--- src/rtl/stego_load_seq.sv ---
// rtl/stego_load_seq.sv - sequences size check, two BRAM loads and the embed pass
// All outputs are registered from the next-state decode, so each output reflects the current state.
module stego_load_seq #(
  parameter int REG_WIDTH = 32,
  parameter int TMO_WIDTH = 24
) (
  input  logic                 clk,
  input  logic                 rst,
  input  logic                 go,
  input  logic [REG_WIDTH-1:0] image_size,
  input  logic [REG_WIDTH-1:0] secret_size,
  output logic                 busy,
  output logic                 done,
  output logic                 error,
  output logic [1:0]           err_code,
  output logic                 wr_rst_n,
  output logic                 wr_start,
  output logic                 wr_sel,
  output logic [REG_WIDTH-1:0] wr_data_size,
  input  logic                 wr_finish,
  output logic                 emb_start,
  input  logic                 emb_done
);

  typedef enum logic [2:0] {
    S_IDLE, S_CHK, S_RST_W, S_LD_IMG, S_LD_SEC, S_EMBED, S_DONE, S_ERR
  } state_t;

  localparam logic [TMO_WIDTH-1:0] WD_ONE = {{(TMO_WIDTH-1){1'b0}}, 1'b1};

  state_t                 state, state_nx;
  logic [REG_WIDTH-1:0]   img_q, img_nx, sec_q, sec_nx, size_nx;
  logic [TMO_WIDTH-1:0]   wd, wd_nx, wd_inc;
  logic                   rst_cnt, rst_cnt_nx, tgt_sec, tgt_sec_nx, sel_nx;
  logic [1:0]             code_nx;
  logic                   busy_nx, done_nx, error_nx, wr_on_nx, emb_start_nx;
  logic [REG_WIDTH+2:0]   sec_x8, img_ext;

  assign sec_x8  = {sec_q, 3'b000};
  assign img_ext = {3'b000, img_q};
  assign wd_inc  = wd + WD_ONE;

  always_comb begin
    state_nx   = state;
    img_nx     = img_q;
    sec_nx     = sec_q;
    rst_cnt_nx = 1'b0;
    tgt_sec_nx = tgt_sec;
    wd_nx      = '0;
    code_nx    = err_code;
    sel_nx     = wr_sel;
    size_nx    = wr_data_size;
    case (state)
      S_IDLE, S_DONE, S_ERR: begin
        if (go) begin
          img_nx   = image_size;
          sec_nx   = secret_size;
          code_nx  = 2'd0;
          state_nx = S_CHK;
        end
      end
      S_CHK: begin
        if (img_q == '0) begin
          state_nx = S_ERR;
          code_nx  = 2'd1;
        end else if (sec_x8 > img_ext) begin
          state_nx = S_ERR;
          code_nx  = 2'd2;
        end else begin
          state_nx   = S_RST_W;
          tgt_sec_nx = 1'b0;
          sel_nx     = 1'b0;
          size_nx    = img_q;
        end
      end
      S_RST_W: begin
        rst_cnt_nx = 1'b1;
        if (rst_cnt) begin
          rst_cnt_nx = 1'b0;
          state_nx   = tgt_sec ? S_LD_SEC : S_LD_IMG;
        end
      end
      S_LD_IMG: begin
        wd_nx = wd_inc;
        if (wr_finish) begin
          if (sec_q == '0) begin
            state_nx = S_DONE;
          end else begin
            state_nx   = S_RST_W;
            tgt_sec_nx = 1'b1;
            sel_nx     = 1'b1;
            size_nx    = sec_q;
          end
        end else if (&wd_inc) begin
          state_nx = S_ERR;
          code_nx  = 2'd3;
        end
      end
      S_LD_SEC: begin
        wd_nx = wd_inc;
        if (wr_finish) begin
          state_nx = S_EMBED;
        end else if (&wd_inc) begin
          state_nx = S_ERR;
          code_nx  = 2'd3;
        end
      end
      S_EMBED: begin
        wd_nx = wd_inc;
        if (emb_done) begin
          state_nx = S_DONE;
        end else if (&wd_inc) begin
          state_nx = S_ERR;
          code_nx  = 2'd3;
        end
      end
      default: state_nx = S_IDLE;
    endcase
    // watchdog restarts from zero on every state entry
    if (state_nx != state) wd_nx = '0;
    busy_nx      = !(state_nx inside {S_IDLE, S_DONE, S_ERR});
    done_nx      = (state_nx == S_DONE);
    error_nx     = (state_nx == S_ERR);
    wr_on_nx     = (state_nx == S_LD_IMG) || (state_nx == S_LD_SEC);
    emb_start_nx = (state_nx == S_EMBED) && (state != S_EMBED);
  end

  always_ff @(posedge clk) begin
    if (rst) begin
      state        <= S_IDLE;
      img_q        <= '0;
      sec_q        <= '0;
      wd           <= '0;
      rst_cnt      <= 1'b0;
      tgt_sec      <= 1'b0;
      busy         <= 1'b0;
      done         <= 1'b0;
      error        <= 1'b0;
      err_code     <= 2'd0;
      wr_rst_n     <= 1'b0;
      wr_start     <= 1'b0;
      wr_sel       <= 1'b0;
      wr_data_size <= '0;
      emb_start    <= 1'b0;
    end else begin
      state        <= state_nx;
      img_q        <= img_nx;
      sec_q        <= sec_nx;
      wd           <= wd_nx;
      rst_cnt      <= rst_cnt_nx;
      tgt_sec      <= tgt_sec_nx;
      busy         <= busy_nx;
      done         <= done_nx;
      error        <= error_nx;
      err_code     <= code_nx;
      wr_rst_n     <= wr_on_nx;
      wr_start     <= wr_on_nx;
      wr_sel       <= sel_nx;
      wr_data_size <= size_nx;
      emb_start    <= emb_start_nx;
    end
  end

endmodule
--- config.mk ---
export PLATFORM = sky130hd
export DESIGN_NAME = stego_load_seq
export DESIGN_NICKNAME = d
export VERILOG_FILES = /design/src/rtl/stego_load_seq.sv
export SDC_FILE = /design/constraint.sdc
export NUM_CORES = 1
export LEC_CHECK = 0
export BUFFER_PORTS_ARGS = -buffer_cell sky130_fd_sc_hd__buf_2
export CAP_MARGIN = 20
export CORE_MARGIN = 5
export CORE_UTILIZATION = 50
export DETAILED_ROUTE_END_ITERATION = 10
export PLACE_DENSITY_LB_ADDON = 0.25
export SYNTH_ARGS = -nofsm -noshare
export SYNTH_HDL_FRONTEND = slang
export SYNTH_SLANG_ARGS = --single-unit
--- constraint.sdc ---
create_clock -name clk -period 6.16 [get_ports clk]
set_input_delay 0.616 -clock clk [delete_from_list [all_inputs] [get_ports clk]]
set_output_delay 0.616 -clock clk [all_outputs]
set_load 0.05 [all_outputs]
==> Word-level counts from Yosys, hierarchy flattened <==
Cells that the tools add are included.
{ "totals": {"regBits": 132, "output_inout_bits": 41} }
{ "classes": {"n_addsub": 1, "magnitude_cmp": 1, "bitwise_logic": 2, "n_eq_ne": 22, "mux": 29, "reduce_logical": 19} }
{ "ops": {"columns": ["operator", "count"], "rows": [
  ["$mux W32", 4],
  ["$logic_not A32 Y1", 2],
  ["$pmux W32 S2", 1],
  ["$gt A35 B32 Y1", 1],
  ["$mux W3", 10],
  ["$add A24 B1 Y24 const B", 1],
  ["$eq A3 B3 Y1 const B", 8],
  ["$reduce_and A24 Y1", 1],
  ["$pmux W3 S6", 1],
  ["$ne A2 B2 Y1 const B", 7],
  ["$mux W2", 6],
  ["$reduce_and A5 Y1", 2],
  ["$eq A3 B2 Y1 const B", 3],
  ["$reduce_or A3 Y1", 3],
  ["$pmux W2 S4", 1],
  ["$logic_not A3 Y1", 2],
  ["$ne A3 B3 Y1 const B", 2],
  ["$mux W1", 5],
  ["$reduce_bool A4 Y1", 1],
  ["$reduce_or A2 Y1", 2],
  ["$eq A3 B1 Y1 const B", 1],
  ["$ne A3 B3 Y1", 1],
  ["$reduce_bool A3 Y1", 1],
  ["$not A1 Y1", 2],
  ["6 further kinds", 6]
]} }

==> Logic depth before layout (Yosys ltp) <==
{ "logic_depth": {"word_depth": 8, "depth_mapped": 11} }

==> Worst setup path after synthesis <==
No wires, ideal clock.
{ "synth_path": {"path_kind": "register to register", "start": "register wd[0]", "end": "register err_code[0]", "stages_incl_launch_ff": 10, "slack_ps": 3285, "setup_time_ps": 121, "arrival_ps": 2754, "required_ps": 6039, "path_buffers": 1, "path_cell_list": "dfxtp_1 -> ha_1 -> clkbuf_1 -> nand2_1 -> or4_1 -> nor4_1 -> o2111a_1 -> a21oi_1 -> or3_1 -> mux2_4"} }
{ "synth_via": {"elab_chain_len": 5, "elab_cells_between_ends": 6} }
{ "synth_rtl": {"columns": ["element", "line", "text"], "rows": [
  ["start: declaration", "33", "logic [TMO_WIDTH-1:0] wd, wd_nx, wd_inc;"],
  ["start signal: assignment", "149", "wd <= wd_nx;"],
  ["$add A24 B1 Y24 *", "41", "assign wd_inc = wd + WD_ONE;"],
  ["$reduce_and A24 Y1 *", "94, 103, 112", null],
  ["$mux W2 *", null, null],
  ["$mux W2, on equally long branches", null, null],
  ["$pmux W2 S4 *", null, null],
  ["end signal: assignment", "155", "err_code <= code_nx;"],
  ["end: declaration", "15", "output logic [1:0] err_code,"]
]} }
Mark *: on every way between the ends. The rest lies on a longest branch, timed or not. The select of a mux whose other input is x is not followed.
A chain may end at the register's enable or synchronous reset.

==> Final worst setup path <==
{ "layout_path": {"start": "register wd[3]", "end": "register wd[23]"} }
{ "layout_via": {"elab_chain_len": 7, "elab_cells_between_ends": 9} }
{ "layout_rtl": {"columns": ["element", "line", "text"], "rows": [
  ["$add A24 B1 Y24 *", "41", null],
  ["$reduce_and A24 Y1", "94, 103, 112", null],
  ["$mux W3", "94, 103, 112", null],
  ["$mux W3, on equally long branches", "110, 101, 85", null],
  ["$pmux W3 S6", "53", "case (state)"],
  ["$ne A3 B3 Y1", "120", "if (state_nx != state) wd_nx = '0;"],
  ["$reduce_or A3 Y1 (no line)", null, null]
]} }
Mark *: on every way between the ends. The rest lies on a longest branch, timed or not.

==> results.cfg <==
[status]
run_status = finished, final reports clean

[power]
ir_worst_vdd_mv = 0.302
totalPowerFinal_mw = 4.64
p_leak_nw = 3.30
pwr_density_cell_mw_per_mm2 = 544

[routing]
drt-total-wl_um = 21500
drt-initial-drc-count = 835
postRouteAntennaNets = 0
detail_route.first_pass.iterations = 6
vias = 7292
route.detailed.drc = 0
wirelength_per_cell_um = 17.8
route.detailed.vias_per_inst = 6.05

[setup_path]
cp_data_arrival_time_ps = 4160
setup.worst_path.end_class = flop
critical_path_required_time_ps = 6450
critPathKind = reg -> reg
ff2ff_path_depth = 7
worst-path-max-fanout = 24
cp-start-kind = flop

[clock_network]
post_cts_resize_count = 0
root_buffer = clkbuf_16
cts_tree = done
quantity_of_hold_fixing_buffers_added_after_cts = 0
cts_post_setup_buffers_inserted = 0
clkSinkCount = 132
num_cts_buffers = 17
clockBufferDepth = 2
htree_levels = 4
clock_slew_at_the_register_clock_pins_of_the_worst_setup_and_hold_paths_ps = 60
worstSkewPairLatency_ps = 420

[place]
io_buffers = 109
dpl.hpwl_um = 14700
gp_routability_congestion = 0.905
place.detailed.instances = 1170
dp_worst_setup_slack_ps = 2300

[yosys]
synthesis.area_mm2 = 0.00730
synth-main-ff-cell = dfxtp_1
synth-async-reset-ratio_pct = 0
post_synth_main_area_contributors = dfxtp_1 36%, a21oi_1 10%, nand2_1 7.8%
synthCells = 952
seq_area_frac_synth_pct = 36.2
synth_warnings = 0
synth_seq_cells = 132
largest_area_contributor_in_the_netlist = dfxtp_1
synth-edff-count = 0
yosysMostFrequentCell = nand2_1
synth.distinct_cells = 64
synth_fp_nets = 1052
post-synth-top-area-fraction_pct = 36.2
synth_top_cells_by_count = 152 x nand2_1, 146 x a21oi_1, 132 x dfxtp_1, 74 x clkbuf_1, 53 x nor2_1
avgSynthCellArea_um2 = 7.67

[sta]
timing.slew.headroom_pct = 25.8
tightestPinTransition_ps = 1110
min_period_ps = 3870
achievable-frequency_ghz = 0.258
clock-skew-final_ps = 8.82
period_share_pct = 62.8
timing.final.max_slew_violations = 0
unrepaired_setup_endpoints_after_global_routing = no
hold_viol = 0
final-setup-viol-count = 0
post-route-worst-setup-slack_ps = 2290
fin_setup_tns_ps = 0

[grt]
pin_count_of_the_biggest_net_entering_global_routing = 109
number_of_antenna_violations_at_the_first_check_in_global_routing = 0
grt_pass1_wl_um = 34600
grtUsageTotal_pct = 25.3
vias_in_the_first_global_route = 6627
globalRouteOverflowTotal = 0

[die]
chipHeight_um = 131
i_o_pins = 110
design.core.area_mm2 = 0.0144
initial_core_utilization_pct = 50.6
placementRows = 44
die_x_um = 131
dieArea_mm2 = 0.0171

[flow_run]
maxCapViolations = 0

[finish]
post_route_cells_drive_above_1_share_pct = 16.7
count_of_filler_cells_inserted_in_the_layout = 1368
postLayoutCoreUtil_pct = 59.1
num_antenna_cells = 0
area_growth_syn_to_layout_pct = 16.7
fin_cells = 1205
final_net_count = 1108

[min_path]
hold_path_depth = 3
min_path_type = in -> reg
## per-stage QoR
stage               hold WS (ps)  area, µm²
global placement             445       7850
floorplan                    423       7300
detailed placement           451       7850
finish                       428       8520
global route                 425       8520
CTS                          422       8470
## worst paths after layout
check / to / start / slack (ps)
worst max-delay path: wd[23] / wd[3] / 2290
worst min-delay path: sec_q[25] / secret_size[25] / 430
worst max register to register: wd[23] / wd[3] / 2290
worst min register to register: img_q[11] / img_q[11] / 460
## placed cells by master (no fill, tap or decap), types with 24 or more instances in the layout
cell type | Yosys | routed
dfxtp_1 | 132 | 132
buf_2 | 4 | 108
and3_1 | 24 | 24
a311oi_1 | 32 | 32
nand2_1 | 152 | 152
ha_1 | 31 | 31
nand4_1 | 25 | 25
nor2_1 | 53 | 52
inv_1 | 38 | 38
a21oi_1 | 146 | 146
## layer usage
layer,part of all wire [%],vias to the layer above,track usage (%)
li1,-,3594,-
met1,47,3376,37.4
met2,43,275,36.2
met3,7.2,47,5.49
met4,2.6,0,8.89
met5,0,-,0
## cell type report
cell class	instances	area, µm²	area share (%)
multi-input combinational	698	4220	49.6
sequential	132	2640	31.0
timing repair buffer	121	671	7.87
clock buffer	21	460	5.40
tap	184	230	2.70
clock inverter	11	151	1.78
inverter	38	143	1.67
## kinds of logic (layout without fill, tap and decap cells)
family	Yosys count	count (layout)	synth area share, %
XOR/XNOR	20	20	2.40
AO/OA/AOI/OAI	294	294	25.9
AND/OR/NAND/NOR	347	347	22.8
flip-flops	132	132	36.2
multiplexers	6	6	0.891
buffers and inverters	122	191	6.49
adder cells (fa/ha/maj)	31	31	5.31
## critical path: stages (launching register included)
cell and delay, ps:
dfxtp_1 480, nand4_1 390, or4_1 740, or3_4 450, a2111oi_4 400, nand3b_1 760
o2111ai_1 400, o31ai_1 110
## state kept, by name (all words and copies together), names as in the netlist, 2 cells and up
| name | count |
|---|---|
| err_code | 2 |
| img_q | 32 |
| sec_q | 32 |
| state | 3 |
| wd | 24 |
| wr_data_size | 32 |
## report_power, final
part / switching [mW] / internal (mW) / total [mW]
sequential: 0.187 / 1.07 / 1.26
clock: 0.391 / 0.659 / 1.05
combinational: 1.67 / 0.665 / 2.33
total: 2.24 / 2.39 / 4.64
Note: power is estimated with default switching activity, not from simulation.
